`src/rtl/muldiv_sequencer_if.sv`:
```
// muldiv_sequencer_if: decoder-side handshake and HI/LO result bus of the mul/div unit
interface muldiv_sequencer_if #(parameter int WIDTH = 32);
  logic             start;
  logic [5:0]       func;
  logic [WIDTH-1:0] rs_val;
  logic [WIDTH-1:0] rt_val;
  logic             mf_req;
  logic [WIDTH-1:0] hi;
  logic [WIDTH-1:0] lo;
  logic             busy;
  logic             done;
  logic             div_zero;
  logic             stall;
  modport master (output start, func, rs_val, rt_val, mf_req,
                  input  hi, lo, busy, done, div_zero, stall);
  modport slave  (input  start, func, rs_val, rt_val, mf_req,
                  output hi, lo, busy, done, div_zero, stall);
endinterface

```
`src/rtl/muldiv_sequencer.sv`:
```
// muldiv_sequencer: bit-serial MULT/MULTU/DIV/DIVU unit owning HI/LO, with MFHI/MFLO stall
module muldiv_sequencer #(
  parameter int WIDTH = 32,
  parameter int CNT_W = 6
) (
  input logic clk,
  input logic rst,
  muldiv_sequencer_if.slave bus
);
  typedef enum logic [1:0] {IDLE, ITER, FIX} state_t;
  state_t             state_q;
  logic [CNT_W-1:0]   cnt_q;
  logic [2*WIDTH-1:0] prod_q;
  logic [WIDTH-1:0]   a_q, b_q, rs_q, hi_q, lo_q;
  logic               is_div_q, neg_a_q, neg_b_q, busy_q, done_q, dz_q;
  logic               valid, sgn, dge, dzero;
  logic [WIDTH-1:0]   a_mag, b_mag, rdiff, quo, rem, fix_hi, fix_lo;
  logic [WIDTH:0]     msum, rsh;
  logic [2*WIDTH-1:0] mul_nx, div_nx, pfix;
  // Operand prep, one shift-add / restoring step, and the final sign fix-up
  always_comb begin
    valid  = bus.func[5:2] == 4'b0110;
    sgn    = ~bus.func[0];
    a_mag  = (sgn & bus.rs_val[WIDTH-1]) ? -bus.rs_val : bus.rs_val;
    b_mag  = (sgn & bus.rt_val[WIDTH-1]) ? -bus.rt_val : bus.rt_val;
    msum   = {1'b0, prod_q[2*WIDTH-1:WIDTH]} + {1'b0, (prod_q[0] ? a_q : {WIDTH{1'b0}})};
    mul_nx = {msum, prod_q[WIDTH-1:1]};
    rsh    = prod_q[2*WIDTH-1:WIDTH-1];
    dge    = rsh >= {1'b0, b_q};
    rdiff  = rsh[WIDTH-1:0] - b_q;
    div_nx = dge ? {rdiff, prod_q[WIDTH-2:0], 1'b1} : {rsh[WIDTH-1:0], prod_q[WIDTH-2:0], 1'b0};
    pfix   = (neg_a_q ^ neg_b_q) ? -prod_q : prod_q;
    quo    = prod_q[WIDTH-1:0];
    rem    = prod_q[2*WIDTH-1:WIDTH];
    dzero  = is_div_q & (b_q == '0);
    fix_hi = !is_div_q ? pfix[2*WIDTH-1:WIDTH] : dzero ? rs_q : neg_a_q ? -rem : rem;
    fix_lo = !is_div_q ? pfix[WIDTH-1:0] : dzero ? {WIDTH{1'b1}} : (neg_a_q ^ neg_b_q) ? -quo : quo;
  end
  // Control FSM with registered HI/LO, busy and the done/div_zero pulses
  always_ff @(posedge clk or posedge rst) begin
    if (rst) begin
      state_q  <= IDLE;
      cnt_q    <= '0;
      prod_q   <= '0;
      a_q      <= '0;
      b_q      <= '0;
      rs_q     <= '0;
      hi_q     <= '0;
      lo_q     <= '0;
      is_div_q <= 1'b0;
      neg_a_q  <= 1'b0;
      neg_b_q  <= 1'b0;
      busy_q   <= 1'b0;
      done_q   <= 1'b0;
      dz_q     <= 1'b0;
    end else begin
      done_q <= 1'b0;
      dz_q   <= 1'b0;
      case (state_q)
        IDLE: if (bus.start && valid) begin
          state_q  <= ITER;
          cnt_q    <= '0;
          busy_q   <= 1'b1;
          is_div_q <= bus.func[1];
          neg_a_q  <= sgn & bus.rs_val[WIDTH-1];
          neg_b_q  <= sgn & bus.rt_val[WIDTH-1];
          a_q      <= a_mag;
          b_q      <= b_mag;
          rs_q     <= bus.rs_val;
          prod_q   <= {{WIDTH{1'b0}}, (bus.func[1] ? a_mag : b_mag)};
        end
        ITER: begin
          prod_q  <= is_div_q ? div_nx : mul_nx;
          cnt_q   <= (cnt_q == CNT_W'(WIDTH-1)) ? '0 : cnt_q + 1'b1;
          state_q <= (cnt_q == CNT_W'(WIDTH-1)) ? FIX : ITER;
        end
        FIX: begin
          hi_q    <= fix_hi;
          lo_q    <= fix_lo;
          done_q  <= 1'b1;
          dz_q    <= dzero;
          busy_q  <= 1'b0;
          state_q <= IDLE;
        end
        default: state_q <= IDLE;
      endcase
    end
  end
  assign bus.hi       = hi_q;
  assign bus.lo       = lo_q;
  assign bus.busy     = busy_q;
  assign bus.done     = done_q;
  assign bus.div_zero = dz_q;
  assign bus.stall    = bus.mf_req & busy_q;
endmodule

```
`src/flat_wrapper.sv`:
```
// flat-port wrapper written by rule: the top's interface ports become plain ports
module muldiv_sequencer_flat 
#(
  parameter int WIDTH = 32,
  parameter int CNT_W = 6
)
  (clk, rst, bus_start, bus_func, bus_rs_val, bus_rt_val, bus_mf_req, bus_hi, bus_lo, bus_busy, bus_done, bus_div_zero, bus_stall);
  muldiv_sequencer_if #(.WIDTH(WIDTH)) bus_i ();
  input logic clk;
  input logic rst;
  input wire logic [$bits(bus_i.start)-1:0] bus_start;
  input wire logic [$bits(bus_i.func)-1:0] bus_func;
  input wire logic [$bits(bus_i.rs_val)-1:0] bus_rs_val;
  input wire logic [$bits(bus_i.rt_val)-1:0] bus_rt_val;
  input wire logic [$bits(bus_i.mf_req)-1:0] bus_mf_req;
  output wire logic [$bits(bus_i.hi)-1:0] bus_hi;
  output wire logic [$bits(bus_i.lo)-1:0] bus_lo;
  output wire logic [$bits(bus_i.busy)-1:0] bus_busy;
  output wire logic [$bits(bus_i.done)-1:0] bus_done;
  output wire logic [$bits(bus_i.div_zero)-1:0] bus_div_zero;
  output wire logic [$bits(bus_i.stall)-1:0] bus_stall;
  assign bus_i.start = bus_start;
  assign bus_i.func = bus_func;
  assign bus_i.rs_val = bus_rs_val;
  assign bus_i.rt_val = bus_rt_val;
  assign bus_i.mf_req = bus_mf_req;
  assign bus_hi = bus_i.hi;
  assign bus_lo = bus_i.lo;
  assign bus_busy = bus_i.busy;
  assign bus_done = bus_i.done;
  assign bus_div_zero = bus_i.div_zero;
  assign bus_stall = bus_i.stall;
  muldiv_sequencer #(.WIDTH(WIDTH), .CNT_W(CNT_W)) u_core (.clk(clk), .rst(rst), .bus(bus_i));
endmodule
```
`config.mk`:
```
export PLATFORM = sky130hd
export DESIGN_NAME = muldiv_sequencer_flat
export DESIGN_NICKNAME = d
export VERILOG_FILES = /design/src/rtl/muldiv_sequencer_if.sv /design/src/rtl/muldiv_sequencer.sv /design/src/flat_wrapper.sv
export SDC_FILE = /design/constraint.sdc
export NUM_CORES = 1
export LEC_CHECK = 0
export CAP_MARGIN = 20
export CORE_MARGIN = 5
export CORE_UTILIZATION = 29
export DETAILED_ROUTE_END_ITERATION = 8
export PLACE_DENSITY_LB_ADDON = 0.25
export REMOVE_ABC_BUFFERS = 1
export SLEW_MARGIN = 0
export SYNTH_ARGS = -nofsm -noshare
export SYNTH_HDL_FRONTEND = slang
export SYNTH_SLANG_ARGS = --single-unit
```
`constraint.sdc`:
```
create_clock -name clk -period 7.7 [get_ports clk]
set_clock_uncertainty 0.2 [all_clocks]
set_input_delay 1.54 -clock clk [delete_from_list [all_inputs] [get_ports clk]]
set_output_delay 1.54 -clock clk [all_outputs]
set_load 0.01 [all_outputs]
```
**Yosys cells after proc, flatten, opt, wreduce, memory -nomap -nowiden**

Index checks and enable logic that the tools add are counted.

- Flip-flop bits (word level): 238
- Latch bits: 0
- Bits in writable memories: 0
- ROM bits: 0
- Bits of input ports: 74
- Output and inout bits: 68
- Word-level logic and storage cells: 67
- Memories kept: 0

- Add/sub/neg operators: 8
- $mul: 0
- Div/mod/pow operators: 0
- Magnitude comparators: 1
- Eq/ne operators: 5
- Shifts and indexed selects: 0
- Mux-type cells: 25
- Bitwise gates (word level): 6
- Reductions and logical operators: 8

Operator list:

| kind | count |
|---|---|
| 2-to-1 mux 32 bit | 10 |
| 2-to-1 mux 64 bit | 4 |
| negator 32 bit | 4 |
| one-hot mux 64 bit (2 select lines) | 1 |
| negator 64 bit | 1 |
| adder 32 x 32 -> 33 bit | 1 |
| greater-or-equal comparator 33 x 32 -> 1 bit | 1 |
| logical NOT 32 bit | 1 |
| subtractor 32 bit | 1 |
| 2-to-1 mux 6 bit | 2 |
| one-hot mux 6 bit (2 select lines) | 1 |
| adder 6 x 1 -> 6 bit (second input constant) | 1 |
| == test 6 x 5 -> 1 bit (second input constant) | 1 |
| AND reduction 2 bit | 3 |
| AND 1 bit | 4 |
| == test 4 x 3 -> 1 bit (second input constant) | 1 |
| 2-to-1 mux 2 bit | 2 |
| one-hot mux 2 bit (2 select lines) | 1 |
| nonzero test 2 bit | 2 |
| 2-to-1 mux 1 bit | 3 |
| == test 2 x 1 -> 1 bit (second input constant) | 1 |
| == test 2 bit (second input constant) | 1 |
| logical NOT 2 bit | 1 |
| inequality test 2 x 1 -> 1 bit (second input constant) | 1 |
| 4 further kinds | 4 |

**Logic depth before layout (Yosys ltp)**

Gate-level depths: netlist (run 1).

- Word-level depth: 6
- Depth in mapped cells: 16
- Gate-level depth less buffers: 14

**Worst setup path before layout (run 1)**

OpenSTA, ideal clock, no wires.

- Kind: input -> register
- Start point: input bus_rs_val[8]
- End point: register u_core.prod_q[25]
- Library setup time: 0.137 ns
- Data arrival time: 3.647 ns
- Required time: 7.363 ns
- Setup slack: 3.716 ns
- Stages: 10
- Buffers on the path: 0
- Cell sequence: or4_1 -> nor4_1 -> nand3_1 -> nor2_1 -> nand2_1 -> o41ai_1 -> xor2_1 -> a211oi_1 -> a211oi_1 -> a21oi_1

- Longest elaborated chain between the ends: 5

Ends and longest elaborated chain:

| item | line | source |
|---|---|---|
| start, declared | flat_wrapper.sv:13 | `input wire logic [$bits(bus_i.rs_val)-1:0] bus_rs_val;` |
| negator 32 bit | muldiv_sequencer.sv:24 | `a_mag = (sgn & bus.rs_val[WIDTH-1]) ? -bus.rs_val : bus.rs_val;` |
| 2-to-1 mux 32 bit | muldiv_sequencer.sv:24 |  |
| 2-to-1 mux 32 bit | muldiv_sequencer.sv:70 | `prod_q <= {{WIDTH{1'b0}}, (bus.func[1] ? a_mag : b_mag)};` |
| 2-to-1 mux 64 bit | muldiv_sequencer.sv:60 | `IDLE: if (bus.start && valid) begin` |
| one-hot mux 64 bit (2 select lines) | muldiv_sequencer.sv:59 | `case (state_q)` |
| end signal, assigned | muldiv_sequencer.sv:70 |  |
| end signal, assigned | muldiv_sequencer.sv:73 | `prod_q <= is_div_q ? div_nx : mul_nx;` |
| end, declared | muldiv_sequencer.sv:13 | `logic [2*WIDTH-1:0] prod_q;` |

Every way passes these cells. The select of a mux whose other input is x is not followed.
A chain may end at the register's enable or synchronous reset.

**Worst setup path after layout (run 1)**

Same ends and word-level chain as after synthesis.

==> results_dict.tcl, run 1 <==
set metrics [dict create \
    clkLatencyLatePin_ns 0.57 \
    timing.critical_path.mode_cell "a211oi_1" \
    reg2reg_depth 10 \
    cts.sink_count 237 \
    hold_viol 0 \
    antenna_found_initial 1 \
    die_h_um 254 \
    start_util 0.292 \
    die_w_um 254 \
    slew_violations 0 \
    ctsResizeCount 0 \
    ctsHoldBuffers 0 \
    grt_overflow 0 \
    async_flop_share 1.00 \
    crit_family "simple AND/OR/NAND/NOR gates" \
    tightest_slew_ns 1.07 \
    synth_top_flop_cell "dfrtp_1" \
    numCtsBuffers 28 \
    cts-root-buf "clkbuf_16" \
    nFillCells 6227 \
    p_per_area_nw_per_um2 346 \
    peakVddDrop_v 0.000221 \
    end_kind "flop" \
    synth_warnings 0 \
    wirelength_um 67600 \
    drive_gt1_frac 0.0481 \
    maxCapViolations 0 \
    vias_per_cell 5.50 \
    cts_htree_levels 1 \
    post-place-ws_ns 2.38 \
    top_usage_layer "met2" \
    max_stage_delay_ns 0.63 \
    gp_congestion 0.922 \
    first_global_vias 15900 \
    cp.depth 11 \
    cp_slowest_cell "or4_1" \
    path_buf_inv 1 \
    ys_seq_elements 237 \
    outcome "finished clean" \
    synth-edff-count 0 \
    grt_max_degree 156 \
    dpl_cell_area_um2 19300 \
    grt_usage 0.200 \
    ys_seq_area_frac 0.344 \
    worstPathArrival_ns 5.00 \
    rsz0062_at_grt "no" \
    cts_tree "yes" \
    crit_chain "clkdlybuf4s50_1, or4_1, nor4_1, nand3_1, nor2_1, nand2_1, o41ai_1, xor2_1, a211oi_1, a211oi_1, a21oi_1" \
    grt_pass1_wl_um 99900 \
    rows 89 \
    ys_types 71 \
    critical_path_required_ns 7.92 \
    path_max_fanout 5 \
    finalNetCount 2332 \
    setup.worst_path.class "in2reg" \
    dieArea_um2 64500 \
    layout_commonest_cell "nand2_1" \
    area_growth_pct 17.6 \
    grtUsageMet3 0.0351 \
    dpl.hpwl_um 49100 \
    core-area_um2 59000 \
    crit_path_start_kind "input pin" \
    drc 0 \
    io_buffers 141 \
    cts_buffer_depth 3 \
    holdPathStages 2 \
    synth.avg_cell_area_um2 8.06 \
    period_share 0.621 \
    drt_iter0_drc 1264 \
    ios 142 \
    wl_per_cell_um 22.7 \
    final_cell_mix "nand2_1 (295), dfrtp_1 (236), o21ai_0 (214)" \
    final_cell_area_um2 20300 \
    holdWs_ns 0.272 \
    ant_nets 0 \
    fmax_mhz 209 \
    cellLeakagePower_nw 8.80 \
    maxSlewHeadroom 0.283 \
    vias 16400 \
    grtUsageMet2 0.318 \
    postCtsSetupRepairBufs 0 \
    setup_ws_ns 2.92 \
    setup_violations 0 \
    min_period_ns 4.78 \
    hp-class "reg2reg" \
    path_clk_slew_ns 0.06 \
    synth_area_um2 17300 \
    use_met1 0.284 \
    syn_inst 2142 \
    dr.pass1.iters 8 \
]
[cell usage after synthesis (all sizes together) (5+ instances only)]
cell,count,area share
nor2b,11,0.0040
a22o,5,0.0025
nand2,295,0.064
mux2i,42,0.024
and3,10,0.0036
o221ai,9,0.0046
o21a,7,0.0030
buf,11,0.0035
xnor2,88,0.045
or2,10,0.0036
a211oi,71,0.031
a21o,36,0.016
nand3,36,0.010
o41ai,12,0.0061
o31a,7,0.0036
nand2b,24,0.0087
dfrtp,237,0.34
a21oi,174,0.051
inv,66,0.014
o31ai,23,0.010
ha,69,0.050
or3,17,0.0065
or4,15,0.0070
nor2,150,0.033
xor2,108,0.055
clkbuf,141,0.031
a31oi,36,0.013
o21ai,215,0.062
nor4,21,0.0076
a22oi,6,0.0026
nor3,38,0.011
o211ai,17,0.0074
o22a,23,0.012
o21bai,7,0.0030
nand4,12,0.0043
and2,38,0.014
[worst paths after layout]
check | endpoint | slack (ns) | start
min | u_core.rs_q[16] | 0.27 | u_core.rs_q[16]
max reg2reg | u_core.bus.hi[20] | 3.02 | u_core.prod_q[14]
max | u_core.prod_q[25] | 2.92 | bus_rs_val[8]
min in group asynchronous | u_core.bus.done | 1.26 | rst
min reg2reg | u_core.rs_q[16] | 0.27 | u_core.rs_q[16]
max in group asynchronous | u_core.prod_q[57] | 4.60 | rst
[sequential cells by signal (all words and copies together) (netlist names), 2 cells and up]
signal,count
u_core.prod_q,64
u_core.b_q,32
u_core.bus.hi,32
u_core.bus.lo,32
u_core.rs_q,32
u_core.a_q,31
u_core.cnt_q,6
u_core.state_q,2
[stage by stage]
stage | TNS, ns | utilization | instances | power (mW)
after floorplan | -187.69 | - | 1990 | 4.26
after CTS | 0 | 0.343 | 2977 | 7.03
final | 0 | 0.344 | 2980 | 7.01
after detailed placement | 0 | 0.327 | 2928 | 5.60
after global placement | 0 | 0.327 | 2928 | 5.57
after global routing | 0 | 0.344 | 2979 | 7.46
[worst min-delay path: stages, from the launching register on]
cell     delay (ns)
dfrtp_1        0.33
nand2_1        0.05
nand2_1        0.06
[layout make-up]
cell class,count,area [um2],share of cell area
multi-input combinational,1686,10600,0.520
tap,773,967,0.0477
antenna,1,2.50,0.000123
clock buffer,41,851,0.0419
inverter,67,259,0.0128
sequential,237,5930,0.292
timing repair buffer,167,1630,0.0804
clock inverter,8,96.3,0.00475
[cells by family after synthesis]
| logic type | count (synthesis) | share of synthesized area |
|---|---|---|
| buffers and inverters | 219 | 0.0488 |
| AO/OA/AOI/OAI | 679 | 0.243 |
| flip-flops | 237 | 0.344 |
| multiplexers | 45 | 0.0263 |
| XOR/XNOR | 196 | 0.0994 |
| adder cells (fa/ha/maj) | 71 | 0.0523 |
| AND/OR/NAND/NOR | 695 | 0.186 |
[where the power goes]
part           switching, mW  internal, mW
logic                   1.90          1.50
registers              0.594          1.63
clock network          0.572         0.825
total                   3.07          3.95
[per-layer routing]
metal	vias to the layer above	part of all wire
met3	99	0.066
met5	-	0
met4	0	0.029
met2	538	0.45
met1	8057	0.46
li1	7692	-
Note: power is estimated with default switching activity, not from simulation.
==> inputs of run 2 (changes only) <==
Clock period 7.7 ns to 3.85 ns, I/O delays scaled along.
==> run 2 against run 1 <==
Against the previous run:
- total power up 110%
- sequential share of layout area down 2.1 points
- die area unchanged
- critical path depth up 1
- hold slack better by 0.0026 ns
- critical endpoint is now u_core.bus.hi[30]
==> results_dict.tcl, run 2 (same netlist as run 1, synthesis figures left out) <==
set metrics [dict create \
    worstPathArrival_ns 4.08 \
    cellLeakagePower_nw 9.74 \
    grt_pass1_wl_um 105000 \
    final_cell_mix "nand2_1 (295), dfrtp_1 (236), o21ai_0 (210)" \
    setup_violations 0 \
    outcome "finished clean" \
    die_w_um 254 \
    layout_commonest_cell "nand2_1" \
    timing.critical_path.mode_cell "or4_4" \
    reg2reg_depth 12 \
    gp_congestion 0.937 \
    wl_per_cell_um 22.3 \
    ant_nets 0 \
    max_stage_delay_ns 0.56 \
    io_buffers 141 \
    period_share 0.994 \
    multi_input_area_um2 10700 \
    largest_register "u_core.prod_q" \
    first_global_vias 16800 \
    core-area_um2 59000 \
    critical_path_required_ns 4.10 \
    hold_viol 0 \
    start_util 0.292 \
    dpl.hpwl_um 54500 \
    dpl_cell_area_um2 20800 \
    holdPathEnd "u_core.a_q[19]" \
    crit_chain "inv_2, ha_4, or3b_4, or4_4, or4b_4, or3_4, or4_4, a21oi_2, xor2_1, nor2_1, a21oi_1, o21ai_1" \
    numCtsBuffers 29 \
    end_kind "flop" \
    vias 17200 \
    antenna_found_initial 1 \
    p_per_area_nw_per_um2 686 \
    min_period_ns 3.83 \
    grtUsageMet2 0.340 \
    maxCapViolations 0 \
    grt_usage 0.210 \
    vias_per_cell 5.43 \
    reg2reg_slack_ns 0.02 \
    slew_violations 0 \
    largest_reg_flops 64 \
    grt_max_degree 84 \
    cts-root-buf "clkbuf_16" \
    dr.pass1.iters 5 \
    use_met1 0.299 \
    drc 0 \
    ctsHoldBuffers 0 \
    nFillCells 6122 \
    worstReg2RegStart "u_core.prod_q[32]" \
    cts_htree_levels 1 \
    path_clk_slew_ns 0.06 \
    grt_overflow 0 \
    wirelength_um 70700 \
    fin_util 0.371 \
    area_growth_pct 26.8 \
    drive_gt1_frac 0.131 \
    drt_iter0_drc 1492 \
    holdPathStages 2 \
    cts_buffer_depth 3 \
    reg2reg_to "u_core.bus.hi[30]" \
    crit_path_start_kind "flop" \
    top_usage_layer "met2" \
    die_h_um 254 \
    cts.sink_count 237 \
    peakVddDrop_v 0.000412 \
    tightest_slew_ns 0.945 \
    finalNetCount 2520 \
    hold_start "u_core.a_q[19]" \
    register_area_um2 5930 \
    grtUsageMet3 0.0260 \
    ios 142 \
    maxSlewHeadroom 0.367 \
    fmax_mhz 261 \
    final_cell_area_um2 21900 \
    clkLatencyLatePin_ns 0.59 \
    cts_tree "yes" \
    rsz0062_at_grt "yes" \
    rows 89 \
    holdWs_ns 0.275 \
    dieArea_um2 64500 \
    path_max_fanout 3 \
    cp_slowest_cell "or4b_4" \
    setup.worst_path.class "reg2reg" \
    p_total_mw 15.0 \
    hp-class "reg2reg" \
]
==> run 2: critical path, delay by kind of cell (launching register included) <==
family	cells	cell delay, ns
buffers and inverters	1	0.09
adder cells (fa/ha/maj)	1	0.13
AND/OR/NAND/NOR	6	2.35
flip-flops	1	0.38
XOR/XNOR	1	0.17
AO/OA/AOI/OAI	3	0.38
==> run 2: per-stage QoR <==
stage	TNS, ns	std cells	setup WS (ns)
3_3_place_gp	-0.277	3114	-0.0495
6_report	0	3168	0.0234
5_1_grt	-0.160	3166	-0.105
3_5_place_dp	-0.530	3114	-0.133
4_1_cts	0	3163	0.00246
2_1_floorplan	-1309.81	1990	-5.31
==> run 2: worst max-delay path by stage <==
stage,from,to,slack (ns),cells after the start
after CTS,u_core.prod_q[8],u_core.bus.hi[10],0.002,12
final,u_core.prod_q[32],u_core.bus.hi[30],0.02,12
after floorplan,bus_func[5],u_core.prod_q[61],-5.31,4
after global placement,bus_rs_val[8],u_core.prod_q[25],-0.05,13
after detailed placement,bus_rs_val[8],u_core.prod_q[25],-0.13,13
after global routing,u_core.prod_q[32],u_core.bus.hi[30],-0.11,12
==> run 2: area by class of cell <==
class / count / share of cell area
multi-input cells: 1686 / 0.487
flip-flops and latches: 237 / 0.271
repair buffers: 354 / 0.142
well taps: 773 / 0.0442
clock buffers: 41 / 0.0384
inverters: 67 / 0.0118
clock inverters: 8 / 0.00469
diodes: 2 / 0.000229
==> run 2: report_power, final <==
| group | total (mW) | internal, mW | leakage, nW | switching [mW] |
|---|---|---|---|---|
| clock | 2.80 | 1.64 | 0.459 | 1.16 |
| combinational | 8.12 | 3.67 | 6.36 | 4.45 |
| sequential | 4.09 | 3.26 | 2.92 | 0.828 |
==> run 2: timing repair <==
action	CTS	global route
pin swaps	0	3
gates resized for setup	3	30
setup buffers	0	2
setup endpoints to repair	2	35
==> run 2: routing by layer <==
| metal | vias to the layer above | wire (um) |
|---|---|---|
| li1 | 8079 | - |
| met1 | 8427 | 31800 |
| met2 | 608 | 32200 |
| met3 | 96 | 4530 |
| met4 | 0 | 2110 |
| met5 | - | 0 |
